**src/rtl/soml_pkg.sv**
```systemverilog
// soml_pkg: shared defaults, FSM encoding and accumulator width for the SOML datapath
package soml_pkg;
  localparam int Q_DEF   = 8;
  localparam int N_DEF   = 16;
  localparam int LEN_DEF = 4;
  typedef enum logic {S_ACC = 1'b0, S_HOLD = 1'b1} state_t;
  function automatic int acc_w(input int n, input int len);
    return n + $clog2(len);
  endfunction
  localparam int ACC_W_DEF = acc_w(N_DEF, LEN_DEF);
endpackage

```
**src/rtl/sat_trunc.sv**
```systemverilog
// sat_trunc: saturate a signed IW-bit value to OW bits and flag when clipping occurred
module sat_trunc #(
  parameter int IW = 18,
  parameter int OW = 16
) (
  input  logic [IW-1:0] i_d,
  output logic [OW-1:0] o_q,
  output logic          o_ovf
);
  logic [IW-OW:0] w_top;
  // value fits only when every bit above the output sign bit copies that sign bit
  always_comb begin
    w_top = i_d[IW-1:OW-1];
    o_ovf = !((&w_top) || !(|w_top));
    o_q   = o_ovf ? (i_d[IW-1] ? {1'b1, {(OW-1){1'b0}}} : {1'b0, {(OW-1){1'b1}}}) : i_d[OW-1:0];
  end
endmodule

```
**src/rtl/cdot_acc.sv**
```systemverilog
// cdot_acc: accumulate LEN complex product beats, saturate to N bits and hold the result until taken
module cdot_acc
  import soml_pkg::*;
#(
  parameter int Q   = Q_DEF,
  parameter int N   = N_DEF,
  parameter int LEN = LEN_DEF
) (
  input  logic         clk,
  input  logic         rst,
  input  logic         in_valid,
  output logic         in_ready,
  input  logic [N-1:0] in_pr,
  input  logic [N-1:0] in_pi,
  output logic         out_valid,
  input  logic         out_ready,
  output logic [N-1:0] out_sr,
  output logic [N-1:0] out_si,
  output logic         out_ovf
);
  localparam int AW = acc_w(N, LEN);
  localparam int CW = $clog2(LEN);
  if (LEN < 2 || Q < 0 || Q > N) begin : g_bad_param
    $error("cdot_acc: LEN must be >= 2 and Q within 0..N");
  end
  state_t               r_state;
  logic [CW-1:0]        r_cnt;
  logic signed [AW-1:0] r_acc_r, r_acc_i;
  logic [N-1:0]         r_sr, r_si;
  logic                 r_ovf;
  logic signed [AW-1:0] w_ext_r, w_ext_i, w_nxt_r, w_nxt_i;
  logic [N-1:0]         w_sat_r, w_sat_i;
  logic                 w_ovf_r, w_ovf_i, w_last;
  // first beat of a vector restarts the sums instead of adding to stale contents
  always_comb begin
    w_ext_r = AW'(signed'(in_pr));
    w_ext_i = AW'(signed'(in_pi));
    w_nxt_r = (r_cnt == '0 ? '0 : r_acc_r) + w_ext_r;
    w_nxt_i = (r_cnt == '0 ? '0 : r_acc_i) + w_ext_i;
    w_last  = r_cnt == CW'(LEN - 1);
  end
  sat_trunc #(.IW(AW), .OW(N)) u_sat_r (.i_d(w_nxt_r), .o_q(w_sat_r), .o_ovf(w_ovf_r));
  sat_trunc #(.IW(AW), .OW(N)) u_sat_i (.i_d(w_nxt_i), .o_q(w_sat_i), .o_ovf(w_ovf_i));
  // ACC/HOLD control, beat counter, accumulators and the held result
  always_ff @(posedge clk or posedge rst) begin
    if (rst) begin
      r_state <= S_ACC;
      r_cnt   <= '0;
      r_acc_r <= '0;
      r_acc_i <= '0;
      r_sr    <= '0;
      r_si    <= '0;
      r_ovf   <= 1'b0;
    end else if (r_state == S_ACC) begin
      if (in_valid) begin
        r_acc_r <= w_nxt_r;
        r_acc_i <= w_nxt_i;
        r_cnt   <= w_last ? '0 : r_cnt + 1'b1;
        if (w_last) begin
          r_state <= S_HOLD;
          r_sr    <= w_sat_r;
          r_si    <= w_sat_i;
          r_ovf   <= w_ovf_r | w_ovf_i;
        end
      end
    end else if (out_ready) begin
      r_state <= S_ACC;
    end
  end
  // handshake flags decode straight from the state register, so out_ready never reaches in_ready
  always_comb begin
    in_ready  = r_state == S_ACC;
    out_valid = r_state == S_HOLD;
    out_sr    = r_sr;
    out_si    = r_si;
    out_ovf   = r_ovf;
  end
endmodule

```
**config.mk**
```make
export PLATFORM = sky130hd
export DESIGN_NAME = cdot_acc
export DESIGN_NICKNAME = d
export VERILOG_FILES = /design/src/rtl/soml_pkg.sv /design/src/rtl/sat_trunc.sv /design/src/rtl/cdot_acc.sv
export SDC_FILE = /design/constraint.sdc
export NUM_CORES = 1
export LEC_CHECK = 0
export BUFFER_PORTS_ARGS = -buffer_cell sky130_fd_sc_hd__buf_2
export CAP_MARGIN = 25
export CORE_MARGIN = 4
export CORE_UTILIZATION = 59
export DETAILED_ROUTE_END_ITERATION = 16
export MAX_ROUTING_LAYER = met4
export PLACE_DENSITY = 0.82
export SYNTH_ARGS = -nofsm -noshare
export SYNTH_HDL_FRONTEND = slang
export SYNTH_SLANG_ARGS = --single-unit
export TNS_END_PERCENT = 20
```
**constraint.sdc**
```tcl
create_clock -name clk -period 9.7 [get_ports clk]
set_clock_uncertainty 0.15 [all_clocks]
set_input_delay 0.97 -clock clk [delete_from_list [all_inputs] [get_ports clk]]
set_output_delay 0.97 -clock clk [all_outputs]
set_load 0.02 [all_outputs]
```
==> results of run 1 <==
## Yosys cell counts, drive strengths merged, types with 5 or more instances
| cell type | count | area (µm²) |
|---|---|---|
| nand2 | 95 | 359.1 |
| dfrtp | 72 | 1802 |
| a21oi | 55 | 301.5 |
| nor2 | 44 | 165.2 |
| nor2b | 38 | 240.2 |
| o21ai | 38 | 193.9 |
| ha | 36 | 450.4 |
| nand2b | 23 | 143.9 |
| xnor2 | 16 | 147.7 |
| clkbuf | 14 | 53.80 |
| inv | 13 | 48.80 |
| a21o | 12 | 93.84 |
| xor2 | 12 | 120.1 |
| nand3 | 9 | 50.05 |
| nor3 | 6 | 30.03 |
| o21bai | 6 | 56.31 |
| and3 | 5 | 32.53 |
| o211ai | 5 | 47.54 |
## layout make-up
cell class	count	share of cell area (%)
tap	102	2.368
timing repair buffer	75	7.198
clock inverter	5	1.463
multi-input combinational	438	51.82
sequential	72	33.43
inverter	13	0.9055
clock buffer	11	2.809
## power breakdown
group,switching [mW],internal [mW],total [mW]
clock network,0.117,0.159,0.276
registers,0.0762,0.450,0.526
logic,0.876,0.560,1.44
## state kept, by name, summed over array words and instances, names as in the netlist
register	cells
out_valid	1
out_ovf	1
r_acc_i	18
out_sr	16
out_si	16
r_acc_r	18
r_cnt	2
## tightest hold or removal path: cells and delay by family, from the launching register on
| kind | cells | cell delay, ns |
|---|---|---|
| flops | 1 | 0.34 |
| simple gates | 2 | 0.10 |
## final timing paths
check | startpoint | end | slack, ns | cells after the start
max reg2reg | r_cnt[0] | out_si[4] | 5.52 | 16
min in group asynchronous | rst | out_si[3] | 0.72 | 3
max | r_cnt[0] | out_si[4] | 5.52 | 16
min reg2reg | r_acc_i[3] | r_acc_i[3] | 0.32 | 2
max in group asynchronous | rst | out_sr[8] | 8.05 | 3
min | r_acc_i[3] | r_acc_i[3] | 0.32 | 2
## metrics by stage
stage               worst slack (ns)  total power, mW  hold slack [ns]
CTS                            5.491            2.242           0.3246
global route                   5.096            2.444           0.3395
finish                         5.517            2.238           0.3237
floorplan                      6.199            1.636           0.2879
global placement               5.608            1.902           0.2997
detailed placement             5.503            1.955           0.3048
## cells by family (layout without fill, tap and decap cells)
kind of cell / after synthesis / after routing
DFF: 72 / 72
and+or+nand+nor: 231 / 231
muxes: 1 / 1
adders and majority gates: 38 / 38
xor gates and xnor gates: 28 / 28
buffers and inverters: 32 / 104
AOI/OAI and AO/OA: 140 / 140
## per-layer routing
layer | share of wire (%) | vias to the layer above | wire, µm | GRT usage (%)
met2 | 50 | 114 | 5637 | 43.86
met1 | 43 | 1983 | 4889 | 31.56
li1 | - | 1985 | - | -
met3 | 5.6 | 16 | 632 | 3.805
met4 | 1.8 | 0 | 209 | 8.413
met5 | 0 | - | 0 | -
==> key figures, run 1 <==
Routing
  – Total wire length: around 11 mm
  – Count of unresolved DRC violations after routing: 0
  – Number of nets with antenna violations after detailed routing: 0
  – Total via count in the routed design: roughly 4,100
  – Starting DRC count in detailed routing: slightly below 200
  – Vias per cell: 5.723
  – Count of TritonRoute iterations in the first routing pass: 4
  – Wirelength per Cell: between 15 and 20 µm

Global route
  – Total congestion overflow after global routing: 0
  – Vias in the first global route: a little over 4,000
  – Antenna violations before repair: 0
  – Total routing resource utilization after global routing: about a quarter
  – Global-route wire length before repair: 19.61 mm
  – Maximum number of pins on one net before global-route repair: between 70 and 80

Placed design
  – Gpl congestion: ~0.85
  – Hpwl dp: 8.159 mm
  – Placed cell area: between 5000 and 6000 µm²
  – Number of cells in the design after placement: 700
  – Port-buffer cells: 70

Cells and area
  – Leading cell type in the layout, fill and taps excluded: nand2_1
  – Storage cell area: 1802 µm²
  – Multi-input gate area in the final layout: between 2000 and 3000 µm²
  – NumNets Final: 683
  – Final Util: 69.38%
  – Share of final-layout standard cells stronger than drive strength 1: a little under 20%
  – Syn-to-layout area delta: 13.61%
  – Top library cells by usage in the layout, fill and taps aside: nand2_1, dfrtp_1, buf_2, a21oi_1, nor2_1
  – # diodes: 0
  – Fillcell total: approximately 650
  – Cell area after layout: about 5400 µm²
  – Final standard cell count with taps included and fillers excluded: about 720

Setup path
  – Max stage delay cell, worst path: o211ai_2
  – Cells along the critical path: inv_1, ha_1, buf_4, nor2b_1, ha_1, inv_1, fa_1, nor2b_1, o31a_1, o41ai_2, o21ai_1, o22ai_2, xor2_2, o211ai_2, nand2_1, a21oi_1
  – Crit Path Max Fanout: 31
  – CP Launch Type: flop
  – Data required time at the worst endpoint: 9.83 ns
  – Critical path class: flop to flop
  – Capturing element type of the critical path: flop
  – CP bufs+invs: 3
  – CP Data Arrival Time: about 4.3 ns
  – Family with the most delay on the worst path: compound AO/OA/AOI/OAI gates
  – Delay of the slowest cell on the worst path: a little over 0.6 ns

Clock tree
  – Clk slew on worst S/H paths: roughly 0.080 ns
  – Clock tree from TritonCTS: yes
  – Number of clock sinks: 72
  – Hold buffers post-CTS: 0
  – Maximum number of buffers from clock root to sink: 2
  – Number of gates resized after CTS: 0
  – Clock buffers created by TritonCTS: 9
  – Clock root cell: clkbuf_8
  – Later-pin clock latency in the skew report: 0.35 ns
  – Number of H-tree branching levels: 3
  – Number of buffers inserted to repair setup after CTS: 0

Synthesis
  – Sequential area share after synthesis: a little under two fifths
  – Number of synthesized register bits: between 70 and 80
  – Netlist cell types: 61
  – Compound-Gate Fraction of Synth Area: ~20%
  – Combinational family with the most area after synthesis: simple AND/OR/NAND/NOR gates
  – Combined area of all synthesized cells: approximately 4700 µm²
  – Most common flop cell mapped by yosys: dfrtp_1
  – Nets in the synthesized netlist: a little over 600
  – Synthesized area per cell: roughly 9 µm²
  – Fraction of registers with async set or reset after synthesis: between 90% and 100%
  – Count of mapped cells out of synthesis: approximately 540
  – Post-synth EDFFs: 0
  – Adder-cell area share of the yosys netlist: between 10% and 20%
  – Area fraction in and, or, nand and nor cells after synthesis: between 20% and 30%
  – Mux share of post-synthesis cell area: less than 1%
  – Synth warn: 0
  – Xor and xnor area share after synthesis: about 5.6%

Die
  – X dimension of the die: slightly below 100 µm
  – Effective utilization at floorplan: about three fifths
  – Core Box Area: just under 8000 µm²
  – # IOs: 71
  – Height of the chip: 97.67 µm
  – Total Die Area: 9538 µm²
  – Placement Rows: 32

STA
  – Fin. max-slew vios: 0
  – Slew margin rel.: 38.23%
  – Hold Vio Cnt, Final: 0
  – Slew @ Worst Pin: about 0.93 ns
  – Tcrit/Tclk final: between 40% and 50%
  – Final sum of negative setup slack: 0 ns
  – RSZ-0062 raised after global routing: no
  – Post-layout minimum cycle time: 4.183 ns
  – Final setup viols: 0
  – Maximum clock frequency: roughly 240 MHz

Status
  – Status: finished, final reports clean

Run
  – Max Cap Violations: 0

Power and ir drop
  – Leakage power summed over all cells: between 2 and 3 nW
  – Power density of the placed cells: approximately 420 nW/µm²
  – Worst-case vdd ir drop: roughly 0.0002 V

Worst hold path
  – Worst min path class: flop to flop
No activity file was read; power rests on OpenSTA's default activity.
==> run 2, diff against run 1 <==
Settings changed: CORE_UTILIZATION 59 to 52, PLACE_DENSITY 0.82 to 0.77.
Clock period 9.7 ns to 3.7 ns, I/O delays scaled along.
==> key figures, run 2 (synthesized netlist as in run 1, its figures left out) <==
Cells and area
  – Leading cell type in the layout, fill and taps excluded: nand2_1
  – Largest registers: r_acc_i x18, r_acc_r x18
  – Final standard cell count with taps included and fillers excluded: ~730
  – Top library cells by usage in the layout, fill and taps aside: nand2_1, dfrtp_1, buf_2, a21oi_1, nor2_1
  – Share of final-layout standard cells stronger than drive strength 1: a little over a fifth
  – Syn-to-layout area delta: 16.28%
  – Cell area after layout: roughly 5500 µm²
  – NumNets Final: ~700
  – # diodes: 0

Die
  – Height of the chip: 103.5 µm
  – # IOs: about 70
  – Effective utilization at floorplan: between 50% and 60%
  – Core Box Area: between 8000 and 9000 µm²
  – Total Die Area: 10,710 µm²
  – X dimension of the die: 103.5 µm
  – Placement Rows: 34

STA
  – Final sum of negative setup slack: 0 ns
  – Slew @ Worst Pin: between 0.8 and 0.9 ns
  – Slew margin rel.: a little under half
  – Maximum clock frequency: roughly 280 MHz
  – RSZ-0062 raised after global routing: yes
  – Fin. max-slew vios: 0
  – Final setup viols: 0
  – Final setup slack of the worst path: between 0.15 and 0.2 ns
  – Hold Vio Cnt, Final: 0
  – Tcrit/Tclk final: between 90% and 100%
  – Post-layout minimum cycle time: 3.515 ns

Clock tree
  – Number of clock sinks: a little over 70
  – Later-pin clock latency in the skew report: 0.35 ns
  – Clock buffers created by TritonCTS: 9
  – Maximum number of buffers from clock root to sink: 2
  – Number of H-tree branching levels: 3
  – Hold buffers post-CTS: 0
  – Clk slew on worst S/H paths: ~0.08 ns
  – Clock tree from TritonCTS: yes
  – Clock root cell: clkbuf_8

Status
  – Status: finished, final reports clean

Routing
  – Count of unresolved DRC violations after routing: 0
  – Count of TritonRoute iterations in the first routing pass: 4
  – Total via count in the routed design: approximately 4,000
  – Total wire length: around 11 mm
  – Vias per cell: 5.502
  – Wirelength per Cell: approximately 15 µm
  – Starting DRC count in detailed routing: 208
  – Number of nets with antenna violations after detailed routing: 0

Power and ir drop
  – Leakage power summed over all cells: between 2 and 3 nW
  – Power density of the placed cells: 1080 nW/µm²
  – Total power after layout: roughly 6.0 mW
  – Worst-case vdd ir drop: approximately 0.0005 V

Global route
  – Vias in the first global route: 4,056
  – Total congestion overflow after global routing: 0
  – Maximum number of pins on one net before global-route repair: 39
  – Total routing resource utilization after global routing: approximately 22%
  – Antenna violations before repair: 0
  – Global-route wire length before repair: approximately 19 mm

Setup path
  – Critical path class: flop to flop
  – Crit Path Max Fanout: 10
  – Data required time at the worst endpoint: 3.83 ns
  – CP Launch Type: flop
  – CP Data Arrival Time: ~3.7 ns
  – Capturing element type of the critical path: flop

Run
  – Max Cap Violations: 0

Placed design
  – Placed cell area: 5239 µm²
  – Number of cells in the design after placement: roughly 710
  – Gpl congestion: a little under 0.9
  – Hpwl dp: between 8 and 9 mm
  – Port-buffer cells: 70
  – Post-Place Worst Slack: -0.1022 ns

Worst hold path
  – Worst min path class: input pin to asynchronous set/reset pin
run 2: cell types whose count changed in the layout (fill, tap and decap cells not counted), sizes merged:
cell,previous run,this run
clkinvlp,0,2
clkinv,3,1
buf,75,86
run 2: per-stage QoR:
step                hold WS, ns  utilization, %
detailed placement       0.3045           59.49
floorplan                0.2879               -
finish                  0.03216           62.63
global placement         0.2992           59.49
CTS                     0.05317           62.40
global route            0.07427           62.63
run 2: worst paths after layout:
kind                            startpoint    endpoint  slack, ns  depth (start not counted)
max in group asynchronous              rst   out_sr[8]       2.27                          4
worst max-delay path              r_cnt[0]  out_sr[12]       0.19                         16
worst max register to register    r_cnt[0]  out_sr[12]       0.19                         16
min in group clk                 out_ready   out_valid       0.08                          2
worst min-delay path                   rst   out_si[1]       0.03                          2
worst min register to register  r_acc_r[0]  r_acc_r[0]       0.32                          2
run 2: final cells by class:
| class | count | area, µm² |
|---|---|---|
| clock inverters | 5 | 80.08 |
| flip-flops and latches | 72 | 1802 |
| repair buffers | 86 | 495.5 |
| well taps | 108 | 135.1 |
| clock buffers | 11 | 141.4 |
| inverters | 13 | 48.80 |
| multi-input cells | 438 | 2813 |
| fillers | 759 | 3291 |
run 2: routing by layer:
metal  global-route usage [%]  wire, µm
met4                    5.508        89
met2                    37.62      5607
met3                    4.415       609
met1                    26.59      4870
met5                        -         0
run 2: what timing repair did:
action,in CTS,in global routing
setup buffers,3,0
endpoints found under the setup margin,15,31
pin swaps,2,1
cloned,0,0
gates resized for setup,1,6
run 2: worst max-delay path, stage by stage, from the launching register on:
cell and delay, ns:
dfrtp_1 0.39, inv_1 0.10, ha_4 0.21, nor2b_1 0.12
ha_1 0.17, inv_1 0.05, fa_1 0.41, nor2b_2 0.14
o2111ai_1 0.13, nand3_1 0.12, a41oi_2 0.17, or3_1 0.42
a32o_2 0.30, o21bai_4 0.15, buf_4 0.18, nand3_2 0.09
a21oi_2 0.14
run 2: power breakdown:
group | total, mW | switching (mW) | internal [mW]
Combinational | 3.88 | 2.30 | 1.59
Sequential | 1.37 | 0.187 | 1.18
Clock | 0.708 | 0.310 | 0.397
Total | 5.96 | 2.79 | 3.16
==> run 3, diff against run 2 <==
Settings changed: CORE_UTILIZATION 52 to 35, PLACE_DENSITY 0.77 to 0.64.
==> key figures, run 3 (synthesized netlist as in run 1, its figures left out) <==
Setup path
  – Worst reg2reg path startpoint: r_cnt[0]
  – Register-to-Register Setup Slack: between 0.15 and 0.2 ns
  – Max stage delay cell, worst path: dfrtp_1
  – Delay of the slowest cell on the worst path: between 0.3 and 0.4 ns
  – Data required time at the worst endpoint: about 3.8 ns
  – CP Data Arrival Time: about 3.6 ns
  – Capture point of the worst path: out_si[1]
  – Capturing element type of the critical path: flop
  – CP Launch Type: flop
  – Crit Path Max Fanout: 13
  – Critical path class: flop to flop
  – Worst setup path start: r_cnt[0]
  – Worst reg2reg path depth: 15
  – Cells along the critical path: inv_1, ha_2, buf_4, nor2b_1, ha_1, a21oi_1, o21ai_1, a221oi_1, o21a_1, o21ai_1, a211o_1, o211ai_4, buf_12, nand2b_1, a21oi_1
  – RR Endpoint: out_si[1]

Cells and area
  – NumNets Final: roughly 700
  – Largest registers: r_acc_i x18, r_acc_r x18
  – Top library cells by usage in the layout, fill and taps aside: nand2_1, dfrtp_1, buf_2, a21oi_1, nor2_1
  – Final Util: a little over two fifths
  – # diodes: 0
  – Final standard cell count with taps included and fillers excluded: between 800 and 900
  – Cell area after layout: 5794 µm²
  – Syn-to-layout area delta: 22.16%
  – Leading cell type in the layout, fill and taps excluded: nand2_1
  – Share of final-layout standard cells stronger than drive strength 1: around 22%

Placed design
  – Hpwl dp: just under 9 mm
  – Post-Place Worst Slack: 0.03858 ns
  – Number of cells in the design after placement: 786
  – Placed cell area: ~5400 µm²
  – Gpl congestion: ~0.9
  – Port-buffer cells: 70

Global route
  – Antenna violations before repair: 0
  – Total congestion overflow after global routing: 0
  – Total routing resource utilization after global routing: roughly 16%
  – Vias in the first global route: 4,113
  – Maximum number of pins on one net before global-route repair: 33
  – Global-route wire length before repair: 19.95 mm

Power and ir drop
  – Combinational fraction of design power: 63.8%
  – Register share of total power: a little over a fifth
  – Total power after layout: between 6 and 7 mW
  – Net switching share of the total power: a little under half
  – Worst-case vdd ir drop: roughly 0.00063 V
  – Switching pwr: slightly below 3 mW
  – Power Internal: roughly 3.5 mW
  – Leakage power summed over all cells: about 2.7 nW
  – Power density of the placed cells: around 1100 nW/µm²
  – Share of total power in the clock network: ~15%

Routing
  – Post-route met1 wirelength: between 5 and 6 mm
  – Total wire length: 11.76 mm
  – Vias per cell: roughly 5
  – Wirelength per Cell: roughly 15 µm
  – Total via count in the routed design: ~4,000
  – Met3 routed wirelength: about 600 µm
  – Uppermost layer routed: met4
  – Count of unresolved DRC violations after routing: 0
  – Starting DRC count in detailed routing: around 220
  – Number of nets with antenna violations after detailed routing: 0
  – Count of TritonRoute iterations in the first routing pass: 5
  – Met2 wire len: approximately 5.7 mm

Clock tree
  – Maximum number of buffers from clock root to sink: 2
  – Clock tree from TritonCTS: yes
  – Clock root cell: clkbuf_16
  – Number of clock sinks: 72
  – Clk slew on worst S/H paths: around 0.06 ns
  – Later-pin clock latency in the skew report: ~0.33 ns
  – Number of H-tree branching levels: 3
  – Clock buffers created by TritonCTS: 9

Worst hold path
  – Worst min path class: input pin to asynchronous set/reset pin

STA
  – Slew margin rel.: around 54%
  – Final setup slack of the worst path: ~0.16 ns
  – Fin. max-slew vios: 0
  – WHS: -0.002549 ns
  – RSZ-0062 raised after global routing: yes
  – Final sum of negative setup slack: 0 ns
  – Final setup viols: 0
  – Slew @ Worst Pin: just under 0.7 ns
  – Maximum clock frequency: 282.7 MHz
  – Hold Vio Cnt, Final: 6
  – Tcrit/Tclk final: 95.59%
  – Post-layout minimum cycle time: 3.537 ns

Die
  – Height of the chip: about 120 µm
  – Total Die Area: between 15,000 and 20,000 µm²
  – # IOs: a little over 70
  – Effective utilization at floorplan: around 36%
  – Core Box Area: between 10,000 and 15,000 µm²
  – X dimension of the die: 124.4 µm
  – Placement Rows: 42

Status
  – Failing checks: negative hold slack
  – Status: finished, violations left

Run
  – Max Cap Violations: 0
## run 3: cell count changes in the layout (fill, tap and decap cells not counted), moves of 2 or more
cell,change
buf_12,+2
clkbuf_1,+2
clkbuf_16,+9
clkbuf_8,-9
clkinvlp_4,-2
## run 3: per-layer routing
layer | up-vias | global-route usage [%]
li1 | 2013 | -
met1 | 1912 | 20.25
met2 | 94 | 26.27
met3 | 9 | 3.473
met4 | 0 | 3.095
met5 | - | -
## run 3: power groups by stage
stage / Sequential, mW / Clock [mW] / Combinational (mW)
after floorplan: 1.57 / 0 / 2.72
after global placement: 1.38 / 0 / 3.89
after detailed placement: 1.39 / 0 / 3.96
after CTS: 1.39 / 0.948 / 4.00
after global routing: 1.43 / 0.976 / 4.57
final: 1.38 / 0.930 / 4.07
## run 3: worst min path at each step
stage,start,to,slack [ns]
after floorplan,r_acc_i[0],r_acc_i[0],0.29
after global placement,r_acc_i[0],r_acc_i[0],0.30
after detailed placement,r_acc_i[9],r_acc_i[9],0.31
after CTS,rst,r_acc_r[15],0.02
after global routing,rst,r_acc_i[2],0.05
final,rst,r_acc_i[6],-0.003
## run 3: cell type report
type	count	area [µm²]
fill	1306	7448
multi-input combinational	438	2853
sequential	72	1802
timing repair buffer	88	555.5
clock buffer	13	250.2
tap	176	220.2
clock inverter	3	65.06
inverter	13	48.80
## run 3: worst max-delay path, delay by kind of cell, from the launching register on
kind,cells,cell delay (ns)
adders and majority gates,2,0.60
and+or+nand+nor,2,0.15
buffers and inverters,3,0.48
AOI/OAI and AO/OA,8,1.70
DFF,1,0.39
## run 3: repair_timing
item                       4_1_cts  5_1_grt
resized for setup                0       13
setup endpoints to repair        0       32
hold buffers                     0        0
buffers inserted                 0        1
